**config.mk**
```make
export PLATFORM = sky130hd
export DESIGN_NAME = bin2bcd_seq
export DESIGN_NICKNAME = d
export VERILOG_FILES = /design/src/rtl/bcd_pkg.sv /design/src/rtl/bcd_add3_nibble.sv /design/src/rtl/bin2bcd_seq.sv
export SDC_FILE = /design/constraint.sdc
export NUM_CORES = 1
export LEC_CHECK = 0
export ABC_CLOCK_PERIOD_IN_PS = 2000
export CORE_ASPECT_RATIO = 0.75
export CORE_MARGIN = 2
export CORE_UTILIZATION = 45
export CTS_BUF_LIST = sky130_fd_sc_hd__clkbuf_4 sky130_fd_sc_hd__clkbuf_8
export DETAILED_ROUTE_END_ITERATION = 10
export PLACE_DENSITY = 0.7
export SYNTH_ARGS = -nofsm -noshare
export SYNTH_HDL_FRONTEND = slang
export SYNTH_SLANG_ARGS = --single-unit
```
**constraint.sdc**
```tcl
create_clock -name clk -period 2 [get_ports clk]
set_input_delay 0.4 -clock clk [delete_from_list [all_inputs] [get_ports clk]]
set_output_delay 0.4 -clock clk [all_outputs]
set_load 0.05 [all_outputs]
```
**src/rtl/bcd_pkg.sv**
```systemverilog
// bcd_pkg: FSM states, blank digit code and DIGITS sizing helper shared by the bin2bcd_seq converter
package bcd_pkg;
  typedef enum logic [1:0] {ST_IDLE, ST_SHIFT, ST_FINISH} state_t;
  localparam logic [3:0] BCD_BLANK = 4'b1111;
  function automatic int digits_for_width(input int w);
    longint p = 1;
    int d = 0;
    for (int i = 0; i < 12; i++)
      if (p <= (longint'(1) << w)) begin
        p = p * 10;
        d++;
      end
    return d;
  endfunction
endpackage

```
**src/rtl/bcd_add3_nibble.sv**
```systemverilog
// bcd_add3_nibble: double-dabble cell, d (4b in) -> q (4b out) = d>=5 ? d+3 : d
module bcd_add3_nibble (
  input  logic [3:0] d,
  output logic [3:0] q
);
  always_comb q = (d >= 4'd5) ? d + 4'd3 : d;
endmodule

```
**src/rtl/bin2bcd_seq.sv**
```systemverilog
// bin2bcd_seq: one-bit-per-clock signed/unsigned binary to BCD; in clk reset start bin is_signed lz_blank, out busy done bcd neg
module bin2bcd_seq
  import bcd_pkg::*;
#(
  parameter int WIDTH  = 16,
  parameter int DIGITS = 5
) (
  input  logic                clk,
  input  logic                reset,
  input  logic                start,
  input  logic [WIDTH-1:0]    bin,
  input  logic                is_signed,
  input  logic                lz_blank,
  output logic                busy,
  output logic                done,
  output logic [4*DIGITS-1:0] bcd,
  output logic                neg
);
  localparam int CW = $clog2(WIDTH + 1);
  localparam int BW = 4 * DIGITS;
  state_t state, next;
  logic [WIDTH-1:0] mag;
  logic [BW-1:0] scr, adj, blk;
  logic [CW-1:0] cnt;
  logic neg_r, lz_r, lead, neg_in;
  if (WIDTH < 4 || WIDTH > 32 || DIGITS < digits_for_width(WIDTH)) begin : g_bad
    $error("bin2bcd_seq: WIDTH out of range or DIGITS too small for WIDTH");
  end
  for (genvar i = 0; i < DIGITS; i++) begin : g_nib
    bcd_add3_nibble u_add3 (.d(scr[4*i +: 4]), .q(adj[4*i +: 4]));
  end
  always_comb begin
    next   = state;
    busy   = state != ST_IDLE;
    neg_in = is_signed & bin[WIDTH-1];
    next   = (state == ST_IDLE)  ? (start ? ST_SHIFT : ST_IDLE) :
             (state == ST_SHIFT) ? ((cnt == CW'(1)) ? ST_FINISH : ST_SHIFT) : ST_IDLE;
  end
  always_comb begin
    blk  = scr;
    lead = lz_r;
    for (int i = DIGITS - 1; i > 0; i--)
      if (lead && scr[4*i +: 4] == 4'd0) blk[4*i +: 4] = BCD_BLANK;
      else lead = 1'b0;
  end
  always_ff @(posedge clk)
    if (reset) state <= ST_IDLE;
    else state <= next;
  always_ff @(posedge clk) begin
    if (reset) begin
      mag   <= '0;
      scr   <= '0;
      cnt   <= '0;
      neg_r <= 1'b0;
      lz_r  <= 1'b0;
      done  <= 1'b0;
      bcd   <= '0;
      neg   <= 1'b0;
    end else begin
      done <= state == ST_FINISH;
      if (state == ST_IDLE && start) begin
        mag   <= neg_in ? -bin : bin;
        neg_r <= neg_in;
        lz_r  <= lz_blank;
        scr   <= '0;
        cnt   <= CW'(WIDTH);
      end
      if (state == ST_SHIFT) begin
        scr <= {adj[BW-2:0], mag[WIDTH-1]};
        mag <= {mag[WIDTH-2:0], 1'b0};
        cnt <= cnt - 1'b1;
      end
      if (state == ST_FINISH) begin
        bcd <= blk;
        neg <= neg_r & (|scr);
      end
    end
  end
endmodule

```
==> results of run 1 <==
layer usage:
layer,GRT usage,up-vias,routed length (um)
met2,0.321,59,3510
li1,-,1526,-
met5,0,-,0
met3,0.0685,6,350
met4,0.0587,0,65
met1,0.300,1417,3990
state kept, by name, summed over array words and instances (netlist names):
register	cells
lz_r	1
neg_r	1
neg	1
bcd	20
cnt	5
state	2
done	1
scr	20
mag	16
Yosys cell counts (2+ instances only):
library cell	count	area (um^2)
sky130_fd_sc_hd__a31oi_1	7	43.8
sky130_fd_sc_hd__o2111ai_1	2	17.5
sky130_fd_sc_hd__clkbuf_8	3	41.3
sky130_fd_sc_hd__nor2b_1	2	12.5
sky130_fd_sc_hd__nand2b_1	7	43.8
sky130_fd_sc_hd__and2_1	2	12.5
sky130_fd_sc_hd__o221ai_1	2	17.5
sky130_fd_sc_hd__a221oi_1	2	17.5
sky130_fd_sc_hd__xnor2_1	7	61.3
sky130_fd_sc_hd__a211oi_1	2	15.0
sky130_fd_sc_hd__clkbuf_1	14	52.6
sky130_fd_sc_hd__xor2_1	8	70.1
sky130_fd_sc_hd__nor3b_1	6	45.0
sky130_fd_sc_hd__or4_1	3	22.5
sky130_fd_sc_hd__nand3_1	10	50.1
sky130_fd_sc_hd__nor3_1	15	75.1
sky130_fd_sc_hd__nand2_1	46	173
sky130_fd_sc_hd__nor4_1	3	18.8
sky130_fd_sc_hd__a22oi_1	12	90.1
sky130_fd_sc_hd__nor2_1	24	90.1
sky130_fd_sc_hd__a22o_1	6	52.6
sky130_fd_sc_hd__o221a_2	6	67.6
sky130_fd_sc_hd__o22ai_1	3	18.8
sky130_fd_sc_hd__inv_1	18	67.6
sky130_fd_sc_hd__o211ai_1	3	22.5
sky130_fd_sc_hd__a21oi_1	33	165
sky130_fd_sc_hd__dfxtp_1	67	1340
sky130_fd_sc_hd__ha_1	18	225
sky130_fd_sc_hd__o21ai_0	37	185
sky130_fd_sc_hd__or4_4	2	22.5
cells by family after synthesis:
logic type / after synthesis / share of synthesized area
AOI/OAI and AO/OA: 121 / 0.236
xor gates and xnor gates: 15 / 0.0404
adders and majority gates: 18 / 0.0692
buffers and inverters: 38 / 0.0565
DFF: 67 / 0.412
and+or+nand+nor: 125 / 0.186
power groups by stage:
stage	sequential [W]	clock, W	combinational [W]
finish	0.00142	0.00132	0.000399
global route	0.00142	0.00141	0.000439
CTS	0.00142	0.00135	0.000395
detailed placement	0.00145	0	0.000396
global placement	0.00145	0	0.000390
floorplan	0.00146	0	0.000220
tightest hold or removal path, stage by stage, from the launching register on:
cell,delay (ns)
sky130_fd_sc_hd__dfxtp_1,0.31
sky130_fd_sc_hd__nand2_1,0.05
sky130_fd_sc_hd__a21oi_1,0.06
final cells by class:
cell class | count | area [um^2]
Clock inverter | 3 | 68.8
Inverter | 18 | 67.6
Clock buffer | 13 | 173
Sequential cell | 67 | 1340
Multi-Input combinational cell | 279 | 1760
Tap cell | 98 | 123
Timing Repair Buffer | 78 | 699
Fill cell | 642 | 2670
metrics by stage:
step	cells	hold slack (ns)	TNS (ns)	util	setup WS (ns)
after floorplan	384	0.429	0	-	0.0924
after global placement	540	0.441	-1.78	0.576	-0.408
after detailed placement	540	0.453	-2.26	0.576	-0.426
after CTS	556	0.467	0	0.611	0.0544
after global routing	556	0.492	0	0.613	0.0228
final	556	0.463	0	0.613	0.0687
worst max-delay path by stage:
stage             from       to  slack, ns  depth (start not counted)
2_1_floorplan   bin[9]  mag[15]       0.09                          5
3_3_place_gp    bin[9]  mag[15]      -0.41                          6
3_5_place_dp    bin[9]  mag[15]      -0.43                          6
4_1_cts        bcd[14]  bcd[14]       0.05                          1
5_1_grt        bcd[14]  bcd[14]       0.02                          1
6_report       bcd[14]  bcd[14]       0.07                          1
cells in the final DEF (no fill, tap or decap), drive strengths merged, types with 2 or more instances in the layout:
cell type,synthesis,layout
a221oi,2,2
dfxtp,67,67
o221a,6,6
nand3,10,10
nor4,3,3
o221ai,2,2
nand2b,7,7
o2111ai,2,2
a21oi,33,33
nor3b,6,6
clkbuf,17,13
or4,5,5
xor2,8,8
nor3,15,15
nand2,46,46
dlygate4sd2,0,3
o21ai,37,37
o211ai,3,3
inv,18,18
a22o,6,6
o22ai,3,3
bufinv,0,2
and2,2,2
nor2b,2,2
a22oi,12,12
xnor2,7,7
a211oi,2,2
a31oi,7,7
ha,18,18
o41ai,2,2
clkdlybuf4s50,0,39
nor2,24,24
buf,3,36
timing repair:
| item | 4_1_cts | 5_1_grt |
|---|---|---|
| setup endpoints to repair | 2 | 3 |
| gates resized for setup | 4 | 3 |
| pin swaps | 5 | 1 |
| hold buffers | 0 | 0 |
| endpoints found under the hold margin | 0 | 0 |
==> results.md, run 1 <==
- The number of nets produced by synthesis is 423.
- Counting instances, the worst hold path has a depth of 2.
- The width of the chip is 102 um.
- For this run, asynchronously set or reset flops after synthesis account for 0.
- After routing the design area is 0.00423 mm^2.
- For this run, the number of Yosys warnings is 0.
- The critical path goes through clkdlybuf4s50_1.
- The worst IR drop on VDD is 0.447 mV.
- Data on the critical path is required at its endpoint by 1.60 ns.
- The global route total overflow is 0.
- The first global-routing pass estimated 13400 um of wire.
- The path with the worst hold slack has its endpoint at bcd[3].
- The last weighted congestion value of the routability-driven placer is 0.854.
- The area growth from synthesis to layout is 29.9%.
- The part of the cycle the worst path needs is 0.966.
- The tool flagged a number of max-cap violations equal to 0.
- 44 I/O pins were placed.
- Entering global routing, the biggest net connects 21 pins.
- In this run the mean area of a mapped cell was 8.48 um^2.
- In the final routed layout, each cell accounts on average for 14.2 um.
- The critical path's largest stage delay is 0.82 ns.
- The initial cell density of the core is 0.472.
- The clock-pin slew on the worst setup and hold paths is 0.07 ns.
- The post-layout total power is 0.00314 W.
- The number of cells traversed by the worst register-to-register path is 8.
- The final clock skew is 0.0130 ns.
- The type of element launching the critical path is a flop.
- Clock tree synthesis selected as its root buffer the cell sky130_fd_sc_hd__clkbuf_8.
- The count of endpoints failing setup in the final report is 0.
- The hold path startpoint is bcd[3].
- The number of buffers on the longest clock path is 2.
- The post-detailed-route via-to-cell ratio is 5.41.
- The number of antenna violations at the first check in global routing is 0.
- The later pin in the worst-skew pair is clocked with a latency of 0.35 ns.
- The share of total power dissipated in the clock network is 0.421.
- The final net count is 492.
- The cell family contributing the most delay on the critical path is buffers and inverters.
- The startpoint identified for the worst register-to-register timing path is scr[16].
- The slowest stage of the critical path belongs to the cell sky130_fd_sc_hd__clkdlybuf4s50_1.
- Of the total power, the share spent switching nets is 0.243.
- The number of nets with antenna violations after routing is 0.
- The final number of hold-violating endpoints came to 0.
- The die covers 0.00794 mm^2.
- Setup repair after global routing left no endpoint under its margin.
- The wire length after detailed routing is 7920 um.
- The reg2reg setup slack is 0.14 ns.
- The standby leakage power is 1.61 nW.
- Summing all placed instances gives a cell area of 0.00397 mm^2.
- The deepest level of the CTS H-tree is 3.
- The slew at the pin closest to its max-slew limit is 0.582 ns.
- The diode insertion count for antenna repair is 0.
- The share of total power in sequential cells is 0.452.
- The largest fanout of any net on the critical path is 2.
- Counting both buffers and inverters, the worst setup path holds a total of 1.
- Summed over all nets, the switching power comes to 0.000763 W.
- The via count of the first global-routing pass is 2930.
- After synthesis, the netlist uses 44 different library cells.
- The worst setup path is captured at an output pin.
- For this run, the leading register cell type out of synthesis is sky130_fd_sc_hd__dfxtp_1.
- In this run, synthesis produced a sequential element count of 67.
- The post-route DRC violation count is 0.
- TritonCTS created 9 clock buffers.
- The instance count of the mapped netlist is 384.
- The share of the Yosys chip area taken by registers is 0.412.
- The number of max-slew violations in the final report is 0.
- TritonCTS built the clock tree.
- The clock drives 67 sinks.
- The total power divided by cell area is 743 mW/mm^2.
- In this run the vertical extent of the chip is 77.7 um.
- The end of the worst register-to-register path is bcd[4].
- The flow ran to the end, and the final reports show no timing, DRC or antenna violations.
- The first TritonRoute pass finished after 4 iterations.
- After legalization and detailed placement, the total HPWL measured 5870 um.
- In this run the worst hold path is classified as flop to flop.
- The quantity of I/O buffers inserted on ports is 43.
- For this block, the initial DRC count from the detailed router was 176.
- For this run, the total global-route usage over all layers was measured as 0.215.
- Counting flops with a built-in enable in the synthesized netlist gives 0.
- The share of total power dissipated in combinational logic is 0.127.
- The number of post-CTS setup repair buffers is 0.
- Data on the critical path arrives at its endpoint at 1.53 ns.
- The number of vias in the routed layout is 3008.
- The number of rows created at floorplan is 26.
- In the final layout, the share of cells above drive strength 1 is 0.146.
- Static timing analysis puts the maximum clock frequency at 518 MHz.
- In this run the cell area of the synthesized design comes to 0.00326 mm^2.
- The critical path class is flop to output pin.
- The smallest clock period supported by the final layout is computed as 1.93 ns.
- The internal portion of total power is 0.00238 W.
- The area of the core is 0.00690 mm^2.
- Measured against its own limit, the worst slew margin works out to 0.612.
Power figures use the tool's default switching activity.
==> run 2: changes to the inputs <==
Settings changed: ABC_CLOCK_PERIOD_IN_PS 2000 to 2500, PLACE_DENSITY 0.7 to 0.67.
Clock period 2 ns to 2.5 ns, I/O delays scaled along.
==> run 2 against run 1 <==
Non-clock buffer count down 19. Count of clock-buffer cells in the layout down 3. Global-route usage down 0.085 points. Cell count down 3.4%. Critical endpoint is now mag[15]. Clock skew down 0.0037 ns. Power down 19%. Via count down 2.0%. Sequential cell count unchanged. Largest power group unchanged. Combinational power down 25%. Worst setup slack better by 0.23 ns. Highest routed layer unchanged. Die area unchanged.
==> results.md, run 2 (synthesis results as in run 1) <==
- The number of search-and-repair iterations in the first detailed-routing pass is 4.
- The final number of hold-violating endpoints is 0.
- Setup repair after global routing left no endpoint under its margin.
- The area of the core is 0.00690 mm^2.
- The clock group share of total power is 0.437.
- The buffer cell driving the clock tree root is sky130_fd_sc_hd__clkbuf_8.
- The startpoint of the most critical register-to-register path is scr[16].
- The flow ran to the end, and the final reports show no timing, DRC or antenna violations.
- TritonCTS created 9 clock buffers.
- The clock-pin slew on the worst setup and hold paths is 0.07 ns.
- Summed over all cells, the static leakage comes to 1.50 nW.
- The leading cell type in the layout, fill and taps excluded is sky130_fd_sc_hd__dfxtp_1.
- The growth of design area from synthesis to finish is 25.3%.
- For this block, the initial DRC count from the detailed router was 154.
- Once detailed placement completed, the half-perimeter wirelength came to 5630 um.
- The number of antenna violations at the first check in global routing is 0.
- In the layout the commonest cells are 67 x sky130_fd_sc_hd__dfxtp_1, 46 x sky130_fd_sc_hd__nand2_1, 43 x sky130_fd_sc_hd__clkdlybuf4s50_1.
- Power comes to 0.00255 W.
- Across the run, the number of max-cap violations was 0.
- On the worst path, the slowest cell contributes a delay of 0.55 ns.
- Measured along the x axis, the die boundary spans 102 um.
- The post-layout minimum cycle time is 2.20 ns.
- The diode insertion count for antenna repair is 0.
- Of the cells placed in the final design, the portion with a size suffix greater than 1 is 0.100.
- The quantity of I/O buffers inserted on ports is 43.
- The initial utilization of the core area, before any placement, comes to 0.472.
- The clock insertion delay at the later pin of the skew report is 0.35 ns.
- At the pin with the least slew margin, the transition time is 0.906 ns.
- The relative slew slack is 0.394.
- The largest fanout of any net on the critical path is 3.
- The required time of the critical path is 2.77 ns.
- The average wire length per cell after detail routing is 14.5 um.
- Of the available clock period, the critical path in the final layout requires 0.879.
- In this run the most critical hold path is launched from bcd[3].
- The worst setup path is of the input port to flop kind.
- The congestion estimate from routability-driven global placement came to 0.805.
- The share of total power in sequential cells is 0.445.
- The number of cells on the worst reg-to-reg path is 8.
- Entering global routing, the biggest net connects 33 pins.
- The worst hold path passes through 2 cells.
- The CTS tree is yes.
- The first global-routing pass estimated 13400 um of wire.
- The highest attainable clock frequency is 455 MHz.
- The number of buffers on the longest clock path is 2.
- The via count of the first global-routing pass is 2772.
- The die span in y is 77.7 um.
- Power spread over the standard cell area amounts to 624 mW/mm^2.
- For this block, the routed nets add up to 7780 um of wire.
- The slowest stage of the critical path belongs to the cell sky130_fd_sc_hd__or4_4.
- The startpoint of the worst setup timing path is bin[9].
- For this design, the sink count on the clock tree is 67.
- The deepest level of the CTS H-tree is 3.
- IR analysis of the VDD net gives a maximum drop of 0.472 mV.
- In this design, the critical path's most frequently occurring cell is sky130_fd_sc_hd__or4_4.
- In this run the power spent charging and discharging nets is 0.000623 W.
- The post-detailed-route via-to-cell ratio is 5.49.
- The reg2reg setup slack is 0.55 ns.
- The number of I/O pins is 44.
- The number of nets with antenna violations after routing is 0.
- The routed layout has 2947 vias.
- The critical path goes through clkdlybuf4s50_1 -> or4_4 -> or4_4 -> o41ai_2 -> nand3_1 -> a21oi_1.
- The clock arrives with 0.00925 ns of skew.
- The initialized floorplan defines 26 standard-cell rows.
- The post-CTS resize count is 0.
- The number of max-slew violations in the final report is 0.
- The class of the most critical hold timing path is flop to flop.
- The internal power of the cells totals 0.00192 W.
- Of the total power, combinational logic draws 0.118.
- Adding up every negative setup slack in the final design gives 0 ns.
- The type of element launching the critical path is an input port.
- The post-route DRC violation count is 0.
- The net count of the finished layout is 473.
- The switching share of power is 0.245.
- In this run the post-CTS setup repair buffer count came out at 0.
- The quantity of hold-fixing buffers added after cts is 0.
- Across every metal layer, demand over resource in global routing totals 0.214.
- Setup violations remaining at the end of the flow were counted as 0.
- At the worst endpoint, the arrival time is 2.47 ns.
- The global route total overflow is 0.
- The die outline area is 0.00794 mm^2.
- The critical path capture point type is a flop.
- In the final layout, the registers with the most flip-flops are bcd x20, scr x20, mag x16.
==> run 2: cell types whose count changed in the layout (fill, tap and decap cells not counted), moves of 2 or more <==
cell | previous run | this run
sky130_fd_sc_hd__buf_4 | 35 | 15
sky130_fd_sc_hd__clkdlybuf4s50_1 | 39 | 43
sky130_fd_sc_hd__dlygate4sd2_1 | 3 | 0
sky130_fd_sc_hd__clkbuf_8 | 12 | 10
==> run 2: path summary, 6_finish.rpt <==
kind                   to
setup reg to reg   bcd[7]
hold reg to reg    bcd[3]
hold / removal     bcd[3]
setup / recovery  mag[15]
==> run 2: power by group through the flow <==
stage	clock [W]	combinational [W]	sequential, W
floorplan	0	0.000176	0.00117
global placement	0	0.000295	0.00116
detailed placement	0	0.000300	0.00116
CTS	0.00113	0.000302	0.00113
global route	0.00118	0.000333	0.00114
finish	0.00111	0.000301	0.00113
==> run 2: stage by stage <==
step | worst slack, ns | hold WS (ns) | utilization | std cells | area (um^2)
finish | 0.302 | 0.462 | 0.591 | 537 | 4080
global placement | -0.00185 | 0.446 | 0.555 | 521 | 3830
global route | 0.256 | 0.482 | 0.591 | 537 | 4080
floorplan | 0.492 | 0.429 | - | 384 | 3260
CTS | 0.314 | 0.464 | 0.591 | 537 | 4080
detailed placement | -0.0220 | 0.449 | 0.555 | 521 | 3830
==> run 2: layout make-up <==
type / count / area, um^2
Tap cell: 98 / 123
Clock inverter: 6 / 111
Multi-Input combinational cell: 279 / 1740
Sequential cell: 67 / 1340
Timing Repair Buffer: 59 / 563
Clock buffer: 10 / 138
Fill cell: 656 / 2820
Inverter: 18 / 67.6
==> run 2: critical path: cells and delay by family <==
family,cells,cell delay (ns)
buffers and inverters,1,0.43
AO/OA/AOI/OAI,2,0.43
AND/OR/NAND/NOR,3,1.11
==> run 2: per-layer routing <==
layer | track usage | vias up | part of all wire | wire length (um)
met3 | 0.0541 | 11 | 0.062 | 482
met2 | 0.312 | 66 | 0.43 | 3360
met1 | 0.315 | 1398 | 0.50 | 3870
met4 | 0.0560 | 0 | 0.0093 | 72
li1 | - | 1472 | - | -
met5 | 0 | - | 0 | 0
